`config.mk`:
```
export PLATFORM = sky130hd
export DESIGN_NAME = ex_mem_reg
export DESIGN_NICKNAME = d
export VERILOG_FILES = /design/src/rtl/ex_mem_reg.sv
export SDC_FILE = /design/constraint.sdc
export NUM_CORES = 1
export LEC_CHECK = 0
export CORE_AREA = 2 2 62 123
export CTS_CLUSTER_DIAMETER = 60
export DETAILED_ROUTE_END_ITERATION = 10
export DIE_AREA = 0 0 64 125
export GPL_TIMING_DRIVEN = 0
export MAX_ROUTING_LAYER = met4
export PLACE_DENSITY_LB_ADDON = 0.08
export SKIP_LAST_GASP = 1
export SYNTH_ARGS = -nofsm -noshare
export SYNTH_HDL_FRONTEND = slang
export SYNTH_SLANG_ARGS = --single-unit
```
`constraint.sdc`:
```
create_clock -name i_clk -period 2.02 [get_ports i_clk]
set_input_delay 0.404 -clock i_clk [delete_from_list [all_inputs] [get_ports i_clk]]
set_output_delay 0.404 -clock i_clk [all_outputs]
set_load 0.005 [all_outputs]
```
`src/rtl/ex_mem_reg.sv`:
```
// EX/MEM pipeline register.
// Carries the EX result, store data, destination index and memory controls
// into the MEM stage. It supports stall (hold), flush (bubble), squashing of
// misaligned accesses, and a sticky HALT drain mode that only reset can leave.
module ex_mem_reg #(
    parameter int DATA_BUS_WIDTH = 32,
    parameter int REG_ADDR_WIDTH = 5
) (
    input  logic                      i_clk,
    input  logic                      i_reset,
    input  logic                      i_enable,
    input  logic                      i_flush,
    input  logic [DATA_BUS_WIDTH-1:0] i_alu_result,
    input  logic [DATA_BUS_WIDTH-1:0] i_store_data,
    input  logic [REG_ADDR_WIDTH-1:0] i_rd,
    input  logic                      i_reg_write,
    input  logic                      i_mem_read,
    input  logic                      i_mem_write,
    input  logic                      i_mem_to_reg,
    input  logic                      i_mem_unsigned,
    input  logic [1:0]                i_mem_width,
    input  logic                      i_halt,
    output logic [DATA_BUS_WIDTH-1:0] o_alu_result,
    output logic [DATA_BUS_WIDTH-1:0] o_store_data,
    output logic [REG_ADDR_WIDTH-1:0] o_rd,
    output logic                      o_reg_write,
    output logic                      o_mem_read,
    output logic                      o_mem_write,
    output logic                      o_mem_to_reg,
    output logic                      o_mem_unsigned,
    output logic [1:0]                o_mem_width,
    output logic                      o_halt,
    output logic                      o_valid,
    output logic                      o_misaligned,
    output logic                      o_halted
);

    // Access size encoding on i_mem_width.
    localparam logic [1:0] WIDTH_BYTE = 2'b00;
    localparam logic [1:0] WIDTH_HALF = 2'b01;
    localparam logic [1:0] WIDTH_WORD = 2'b10;
    localparam logic [1:0] WIDTH_RSVD = 2'b11;

    typedef enum logic {
        RUN,
        HALTED
    } state_t;

    state_t state;
    logic   misaligned;

    // Misalignment of the incoming access; only real memory ops can be misaligned.
    always_comb begin
        // NOTE: default assignment first so no path through the block leaves
        // misaligned unassigned, which would infer a latch.
        misaligned = 1'b0;
        if (i_mem_read || i_mem_write) begin
            case (i_mem_width)
                WIDTH_BYTE: misaligned = 1'b0;
                WIDTH_HALF: misaligned = i_alu_result[0];
                WIDTH_WORD: misaligned = |i_alu_result[1:0];
                WIDTH_RSVD: misaligned = 1'b1;
                default:    misaligned = 1'b0;
            endcase
        end
    end

    // Stage register and RUN/HALTED state; priority reset > flush > halted > stall > load.
    always_ff @(posedge i_clk or negedge i_reset) begin
        // NOTE: sequential state uses non-blocking assignments so every
        // register samples the pre-edge values regardless of statement order.
        if (!i_reset) begin
            state          <= RUN;
            o_alu_result   <= '0;
            o_store_data   <= '0;
            o_rd           <= '0;
            o_reg_write    <= 1'b0;
            o_mem_read     <= 1'b0;
            o_mem_write    <= 1'b0;
            o_mem_to_reg   <= 1'b0;
            o_mem_unsigned <= 1'b0;
            o_mem_width    <= '0;
            o_halt         <= 1'b0;
            o_valid        <= 1'b0;
            o_misaligned   <= 1'b0;
        end else if (i_flush || state == HALTED) begin
            // Bubble: a flush never changes state, so it neither enters nor
            // leaves HALTED; a HALT arriving with a flush is discarded here.
            o_alu_result   <= '0;
            o_store_data   <= '0;
            o_rd           <= '0;
            o_reg_write    <= 1'b0;
            o_mem_read     <= 1'b0;
            o_mem_write    <= 1'b0;
            o_mem_to_reg   <= 1'b0;
            o_mem_unsigned <= 1'b0;
            o_mem_width    <= '0;
            o_halt         <= 1'b0;
            o_valid        <= 1'b0;
            o_misaligned   <= 1'b0;
        end else if (i_enable) begin
            // Misaligned accesses are latched for visibility but squashed so
            // neither memory nor the register file is touched.
            o_alu_result   <= i_alu_result;
            o_store_data   <= i_store_data;
            o_rd           <= i_rd;
            o_reg_write    <= i_reg_write && !misaligned;
            o_mem_read     <= i_mem_read  && !misaligned;
            o_mem_write    <= i_mem_write && !misaligned;
            o_mem_to_reg   <= i_mem_to_reg;
            o_mem_unsigned <= i_mem_unsigned;
            o_mem_width    <= i_mem_width;
            o_halt         <= i_halt;
            o_valid        <= 1'b1;
            o_misaligned   <= misaligned;
            state          <= i_halt ? HALTED : RUN;
        end
        // Otherwise stalled: every register keeps its value.
    end

    // Sticky halt flag comes straight from the registered state.
    assign o_halted = (state == HALTED);

endmodule

```
---- Word-level counts from Yosys, hierarchy flattened ----
Cells that the tools add are included.
storage, ports and cells
  ROM bits ................................ 0
  bits in latches ......................... 0
  memories kept ........................... 0
  output and inout port bits .............. 80
  bits in writable memories ............... 0
  register bits ........................... 80
  input bits .............................. 81
operators by class
  $lt $le $gt $ge ......................... 0
  $mul .................................... 0
  shift operators ......................... 0
  eq/ne operators ......................... 3
  div/mod/pow operators ................... 0
  multiplexer cells ....................... 27
  reductions and logical operators ........ 10
  add/sub/neg operators ................... 0
  bitwise logic cells ..................... 1
operator list
  operator            count
  $mux 32             4
  $mux 1              18
  $mux 5              2
  $eq 2x2->1 const B  2
  $mux 2              2
  $pmux 1 s4          1
  $logic_and 1x1->1   3
  $eq 2x1->1 const B  1
  $logic_not 2->1     1
  $logic_or 1x1->1    2
  $reduce_and 2->1    1
  $reduce_bool 2->1   1
  $reduce_or 2->1     1
  $logic_not 1->1     1
  $not 1->1           1

---- Depth between registers and ports, before layout ----
Gate-level depths: netlist (run 1).
  depth after elaboration ................. 7
  gate-level depth with buffers ........... 5
  depth with buffers taken out ............ 3

---- Worst setup path before layout (run 1) ----
OpenSTA, ideal clock, no wires.
  path kind ............................... register -> register
  start ................................... register state, in the netlist o_halted
  end ..................................... register o_alu_result[0]
  clock period less this slack ............ 1284 ps
  setup time .............................. 65 ps
  cell stages (with the launch flop) ...... 5
  required time ........................... 1955 ps
  path buffers ............................ 2
  path slack .............................. 736 ps
  arrival time ............................ 1219 ps
  path through ............................ dfrtp_1 > nor3b_2 > buf_2 > buf_4 > a22o_1
on the way
  cells in the longest elaborated chain, start to end .. 2
  elaborated cells between the ends (all ways) .. 3
  those cells by class .................... 1 x mux; 2 x reduce/logical
ends and longest elaborated chain
  element                                              RTL line  text
  start, declared                                      49        state_t state;
  start signal, assigned                               116       state <= i_halt ? HALTED : RUN;
  $logic_or 1x1->1 *                                   86        end else if (i_flush || state == HALTED) begin
  $mux 32 / $reduce_bool 2->1 (equally long branches)  n/a
  end signal, assigned                                 104       o_alu_result <= i_alu_result;
  end, declared                                        23        output logic [DATA_BUS_WIDTH-1:0] o_alu_result,
Every way passes the cells marked *; elsewhere a longest branch is shown, timed or not.
A chain may end at the register's enable or synchronous reset.

---- Worst setup path after layout (run 1) ----
  start ................................... input port i_enable
  end ..................................... register o_alu_result[1]
on the way
  cells in the longest elaborated chain, start to end .. 1
ends and longest elaborated chain
  element                      RTL line  text
  start, declared              11        input logic i_enable,
  $reduce_bool 2->1 (no line)  n/a
Every way passes these cells.

==> results of run 1 <==
==> kinds of logic after synthesis <==
family / Yosys count / share of synthesized area (%)
AO/OA/AOI/OAI: 81 / 24.6
flip-flops: 80 / 70.3
buffers and inverters: 16 / 3.08
AND/OR/NAND/NOR: 9 / 1.98
==> power by group <==
part / internal [W] / switching [W] / total [W]
Clock: 0.000863 / 0.000605 / 0.00147
Combinational: 0.000330 / 0.000193 / 0.000523
Sequential: 0.00168 / 0.0000445 / 0.00172
Total: 0.00287 / 0.000842 / 0.00371
==> per-stage QoR <==
step | hold WS [ps] | setup slack [ps]
3_3_place_gp | 480 | -2130
4_1_cts | 484 | 154
6_report | 490 | 193
2_1_floorplan | 108 | 736
3_5_place_dp | 290 | -173
5_1_grt | 505 | 28.8
==> placed cells by master (no fill, tap or decap), types with 2 or more instances in the layout <==
master / n
sky130_fd_sc_hd__nor3_1: 2
sky130_fd_sc_hd__clkdlybuf4s50_1: 159
sky130_fd_sc_hd__a32o_1: 3
sky130_fd_sc_hd__buf_2: 13
sky130_fd_sc_hd__clkbuf_16: 9
sky130_fd_sc_hd__a22o_1: 74
sky130_fd_sc_hd__buf_4: 4
sky130_fd_sc_hd__nor2_1: 2
sky130_fd_sc_hd__clkinv_2: 3
sky130_fd_sc_hd__clkinv_4: 2
sky130_fd_sc_hd__dfrtp_1: 80
==> area by class of cell <==
cell class / instances / area [µm²] / area share, %
tap: 92 / 115 / 2.36
clock buffer: 11 / 243 / 4.98
buffer: 16 / 87.6 / 1.80
multi-input combinational: 90 / 757 / 15.5
clock inverter: 5 / 32.5 / 0.668
timing repair buffer: 162 / 1640 / 33.6
sequential: 80 / 2000 / 41.1
==> final timing paths <==
kind / startpoint / slack, ps / cells after the start / to
worst max register to register: o_halted / 360 / 4 / o_alu_result[1]
worst min-delay path: i_reset / 490 / 2 / o_alu_result[25]
worst max-delay path: i_enable / 190 / 5 / o_alu_result[1]
max in group asynchronous: i_reset / 950 / 3 / o_alu_result[0]
min in group i_clk: o_mem_read / 500 / 1 / o_mem_read
worst min register to register: o_mem_read / 500 / 1 / o_mem_read
==> routing by layer <==
metal | vias to the layer above | part of all wire (%) | global-route usage, %
met5 | - | 0 | -
met4 | 0 | 0.92 | 7.29
met3 | 5 | 6.9 | 5.94
met2 | 103 | 50 | 31.9
met1 | 1161 | 43 | 27.3
li1 | 1065 | - | -
==> repair_timing <==
item | 4_1_cts | 5_1_grt
hold endpoints to repair | 17 | 0
hold buffers | 1 | 0
buffers inserted | 0 | 0
==> worst reg2reg max path, delay by kind of cell (launching register included) <==
kind	cells	cell delay, ps
buffers and inverters	2	530
and+or+nand+nor	1	510
DFF	1	430
AOI/OAI and AO/OA	1	140
==> results.toml, run 1 <==
[place]
global_placement_routability_congestion = 0.736
dpl-instance-area_mm2 = 0.00459
placed_wire_length_estimate_um = 5550
placed_cells_incl_taps = 439
io_buffer_count = 160

[finish]
final_standard_cell_count_with_taps_included_and_fillers_excluded = 456
diodes = 0
final_nets = 440
areaGrowthSynthToFinish_pct = 71.2
post-route-util_pct = 68.6
largestRegisters = "o_alu_result (32), o_store_data (32), o_rd (5)"
fillCellCount = 521
drive_above_1_share_pct = 9.89
postLayoutCellArea_mm2 = 0.00487

[sta]
clock-skew-final_ps = 7.84
rsz_0062_raised_after_global_routing = "no"
final.period_utilization_pct = 90.4
report.final.hold_viol_count = 0
timing_max_transition_violations_final = 0
timing.max_slew.rel_slack_pct = 63.6
worstMarginPinSlew_ps = 543
min_period_ps = 1830
timing.final.setup_violations = 0
finalSetupTns_ps = 0
max_clock_freq_mhz = 547

[power_and_ir_drop]
static-leakage-power_nw = 2.21
irDropWorstVdd_mv = 0.508
cellPowerDensity_mw_per_mm2 = 761
finalPower_w = 0.00371

[synth]
postSynthAreaPerCell_um2 = 15.3
synth_fp_nets = 267
async_flop_share_pct = 100
synth-seq-cells = 80
netlist_instances = 186
predominant_post_synthesis_flop_cell = "sky130_fd_sc_hd__dfrtp_1"
yosysWarnings = 0
synth_area_mm2 = 0.00285
synth.lib_cells_used.distinct = 16
synth_top_cells_by_area = "sky130_fd_sc_hd__dfrtp_1, sky130_fd_sc_hd__a22o_1, sky130_fd_sc_hd__buf_2"
synth.cells.most_frequent = "sky130_fd_sc_hd__dfrtp_1, sky130_fd_sc_hd__a22o_1, sky130_fd_sc_hd__buf_2, sky130_fd_sc_hd__a32o_1, sky130_fd_sc_hd__buf_4"
most_frequent_cell_after_synthesis = "sky130_fd_sc_hd__dfrtp_1"
synth-seq-area-share_pct = 70.3
synth_largest_area_cell = "sky130_fd_sc_hd__dfrtp_1"
synth_edf_count = 0
synth_top_area_share_pct = 70.3

[run_status]
outcome = "complete, no violations"

[worst_setup_path]
path_delay_family = "buffers and inverters"
required_ps = 2280
cpPeakStageDelay_ps = 520
arrival_ps = 2090
critical_path.cell_chain = "clkdlybuf4s50_1 > nor3b_2 > buf_2 > buf_4 > a22o_1"
path_class = "in -> reg"
cell_type_of_the_slowest_stage_on_the_worst_timing_path = "sky130_fd_sc_hd__clkdlybuf4s50_1"
timing.critical_path.buf_inv = 3
critPathCaptureType = "register"
cp_max_fo = 10
critPathLaunchType = "input port"

[clocking]
post_cts_resize_count = 0
clk_root_buffer_cell = "sky130_fd_sc_hd__clkbuf_16"
cts.htree.levels = 3
cts.path.max_buffers = 2
tritoncts_num_sinks = 80
clkLatencyLatePin_ps = 330
clk_pin_slew_worst_paths_ps = 60
cts_buf_count = 9
tritoncts = "yes"

[floorplan]
site_rows = 44
die_height_um = 125
ios = 161
die-width_um = 64
die_area_mm2 = 0.00800
core_area_mm2 = 0.00710
floorplan.initialDensity_pct = 40.1

[grt]
global_route_wire_length_before_repair_um = 12700
maximum_number_of_pins_on_one_net_before_global_route_repair = 64
first_global_vias = 2492
grt_overflow = 0
grtUsageTotal_pct = 21.1
antenna_found_initial = 0

[detailed_routing]
drc_errors = 0
route.antenna.remaining_nets = 0
dr.pass1.iters = 4
detail_route.wl_per_cell_um = 16.9
wirelength_um = 7710
num_vias = 2334
first_iter_violations = 127
post_drt_via_cell_ratio = 5.12

[run]
max-cap-violations = 0

[min_path]
hold_path_class = "in -> async"
No activity file was read; power rests on OpenSTA's default activity.
==> run 2: changes to the inputs <==
GPL_ROUTABILITY_DRIVEN = 0   (was unset)
==> results of run 2 <==
Final layout, timing and power as in run 1 (identical DEF).
==> run 3: changes to the inputs <==
ABC_AREA = 1   (was unset)
CORE_AREA = 2 2 67 133   (was 2 2 62 123)
DIE_AREA = 0 0 69 135   (was 0 0 64 125)
GPL_TIMING_DRIVEN = unset   (was 0)
==> run 3 against run 2 <==
Effect of this change: via count up 22%; die area up 16%; clock skew down 4.5 ps; final cell count up 36%; first-iteration DRC count up 17%; register-to-register slack better by 400 ps; largest power group is now clock; highest routed layer unchanged.
==> results.toml, run 3 <==
[power_and_ir_drop]
power_frac_comb_pct = 6.8
static-leakage-power_nw = 3.05
finalPower_w = 0.00352
pwr-share-clk_pct = 47.7
irDropWorstVdd_mv = 0.426
cellPowerDensity_mw_per_mm2 = 619
internal-power_w = 0.00282
total_switching_power_w = 0.000703
switching_share_pct = 20.0
share_seq_of_total_power_pct = 45.5

[sta]
finalSetupTns_ps = 0
timing.final.setup_violations = 0
rsz_0062_raised_after_global_routing = "no"
timing.max_slew.rel_slack_pct = 73.8
final.period_utilization_pct = 80.7
worstMarginPinSlew_ps = 393
timing_max_transition_violations_final = 0
report.final.hold_viol_count = 0
max_clock_freq_mhz = 614
min_period_ps = 1630
clock-skew-final_ps = 3.32

[detailed_routing]
wirelength_um = 9010
detail_route.wl_per_cell_um = 14.5
post_drt_via_cell_ratio = 4.61
num_vias = 2857
drc_errors = 0
route.antenna.remaining_nets = 0
dr.pass1.iters = 4
first_iter_violations = 149

[grt]
grt_overflow = 0
antenna_found_initial = 0
maximum_number_of_pins_on_one_net_before_global_route_repair = 42
global_route_wire_length_before_repair_um = 14900
grtUsageTotal_pct = 21.0
first_global_vias = 2902

[synth]
postSynthAreaPerCell_um2 = 10.4
synth.lib_cells_used.distinct = 17
synth-seq-cells = 80
synth_largest_area_cell = "sky130_fd_sc_hd__dfrtp_1"
synth-seq-area-share_pct = 54.5
synth_top_area_share_pct = 54.5
yosysWarnings = 0
synth_edf_count = 0
synth_area_mm2 = 0.00367
synth_top_cells_by_area = "sky130_fd_sc_hd__dfrtp_1, sky130_fd_sc_hd__nand2_4, sky130_fd_sc_hd__nand2_1"
synth.cells.most_frequent = "sky130_fd_sc_hd__nand2_1, sky130_fd_sc_hd__dfrtp_1, sky130_fd_sc_hd__nand2_2, sky130_fd_sc_hd__nand2_4"
async_flop_share_pct = 100
synth_fp_nets = 433
netlist_instances = 352
most_frequent_cell_after_synthesis = "sky130_fd_sc_hd__nand2_1"
predominant_post_synthesis_flop_cell = "sky130_fd_sc_hd__dfrtp_1"

[finish]
top_library_cells_by_usage_in_the_layout_fill_and_taps_aside = "sky130_fd_sc_hd__clkdlybuf4s50_1, sky130_fd_sc_hd__nand2_1, sky130_fd_sc_hd__dfrtp_1"
final_standard_cell_count_with_taps_included_and_fillers_excluded = 620
diodes = 0
layout.cells.most_common = "sky130_fd_sc_hd__clkdlybuf4s50_1"
drive_above_1_share_pct = 24.7
areaGrowthSynthToFinish_pct = 55.0
fillCellCount = 663
postLayoutCellArea_mm2 = 0.00569
final_nets = 599
largestRegisters = "o_alu_result (32), o_store_data (32), o_rd (5)"

[clocking]
clk_root_buffer_cell = "sky130_fd_sc_hd__clkbuf_16"
tritoncts = "yes"
clkLatencyLatePin_ps = 330
post_cts_resize_count = 0
cts_hold_buf = 1
cts_setup_buffers = 0
tritoncts_num_sinks = 80
cts.htree.levels = 3
clk_pin_slew_worst_paths_ps = 60
cts_buf_count = 9
cts.path.max_buffers = 2

[worst_setup_path]
timing.critical_path.buf_inv = 1
cpPeakStageDelay_ps = 550
arrival_ps = 1230
critPathLaunchType = "register"
internal_reg_to_reg_setup_slack_ps = 760
path_class = "reg -> out"
required_ps = 1620
cell_type_of_the_slowest_stage_on_the_worst_timing_path = "sky130_fd_sc_hd__clkdlybuf4s50_1"
critical_path.cell_chain = "clkdlybuf4s50_1"
cp_max_fo = 2
critPathCaptureType = "output port"
path_delay_family = "buffers and inverters"

[run_status]
outcome = "complete, no violations"

[place]
placed_cells_incl_taps = 604
dpl-instance-area_mm2 = 0.00538
placed_wire_length_estimate_um = 6490
io_buffer_count = 160

[floorplan]
die_height_um = 135
die-width_um = 69
die_area_mm2 = 0.00932
core_area_mm2 = 0.00823
floorplan.initialDensity_pct = 44.6
ios = 161
site_rows = 47

[min_path]
hold_path_class = "reg -> reg"

[run]
max-cap-violations = 0
==> run 3: cell types whose count changed after synthesis, moves of 3 or more <==
cell	previous run	this run
sky130_fd_sc_hd__inv_1	0	7
sky130_fd_sc_hd__nand2_1	1	130
sky130_fd_sc_hd__nand2_2	0	51
sky130_fd_sc_hd__a32o_1	3	0
sky130_fd_sc_hd__o21ai_0	1	4
sky130_fd_sc_hd__a22o_1	74	0
sky130_fd_sc_hd__buf_2	13	5
sky130_fd_sc_hd__buf_12	0	5
sky130_fd_sc_hd__nand2_4	0	50
sky130_fd_sc_hd__nor2_1	2	7
==> run 3: metal layers <==
metal / vias up / routed length, µm / GRT usage [%] / part of all wire [%]
met5: - / 0 / - / 0
met4: 0 / 223 / 9.15 / 2.5
met3: 15 / 408 / 4.48 / 4.5
met2: 108 / 4900 / 34.8 / 54
met1: 1351 / 3480 / 24.5 / 39
li1: 1383 / - / - / -
==> run 3: layout make-up <==
cell class	count	area, µm²	area share, %
repair buffers	170	1760	31.0
clock inverters	4	70.1	1.23
clock buffers	11	233	4.09
well taps	98	123	2.15
inverters	10	42.5	0.747
flip-flops and latches	80	2000	35.2
multi-input cells	247	1460	25.6
==> run 3: cells by family (layout without fill, tap and decap cells) <==
family                 after synthesis  count (layout)  share of synthesized area, %
AO/OA/AOI/OAI                        5               5                         0.681
buffers and inverters               25             195                          5.79
flip-flops                          80              80                          54.5
AND/OR/NAND/NOR                    242             242                          39.1
==> run 3: power groups by stage <==
stage	Sequential (W)	Combinational, W	Clock [W]
after detailed placement	0.00163	0.000242	0
after global routing	0.00160	0.000259	0.00179
final	0.00160	0.000240	0.00168
after CTS	0.00160	0.000245	0.00172
after floorplan	0.00163	0.0000102	0
after global placement	0.00163	0.000242	0
==> run 3: per-stage QoR <==
stage	utilization (%)	worst slack [ps]	hold WS, ps
global route	69.2	332	503
detailed placement	65.4	148	359
floorplan	-	911	108
CTS	69.2	362	482
finish	69.2	390	478
global placement	65.4	183	352
==> run 3: path summary, 6_finish.rpt <==
| path | cells past startpoint | startpoint | end |
|---|---|---|---|
| max | 1 | o_alu_result[6] | o_alu_result[6] |
| min | 2 | o_mem_write | o_mem_write |
| max reg2reg | 6 | o_halted | o_alu_result[26] |
| min reg2reg | 2 | o_mem_write | o_mem_write |
| max in group asynchronous | 3 | i_reset | o_alu_result[7] |
| min in group asynchronous | 2 | i_reset | o_store_data[17] |
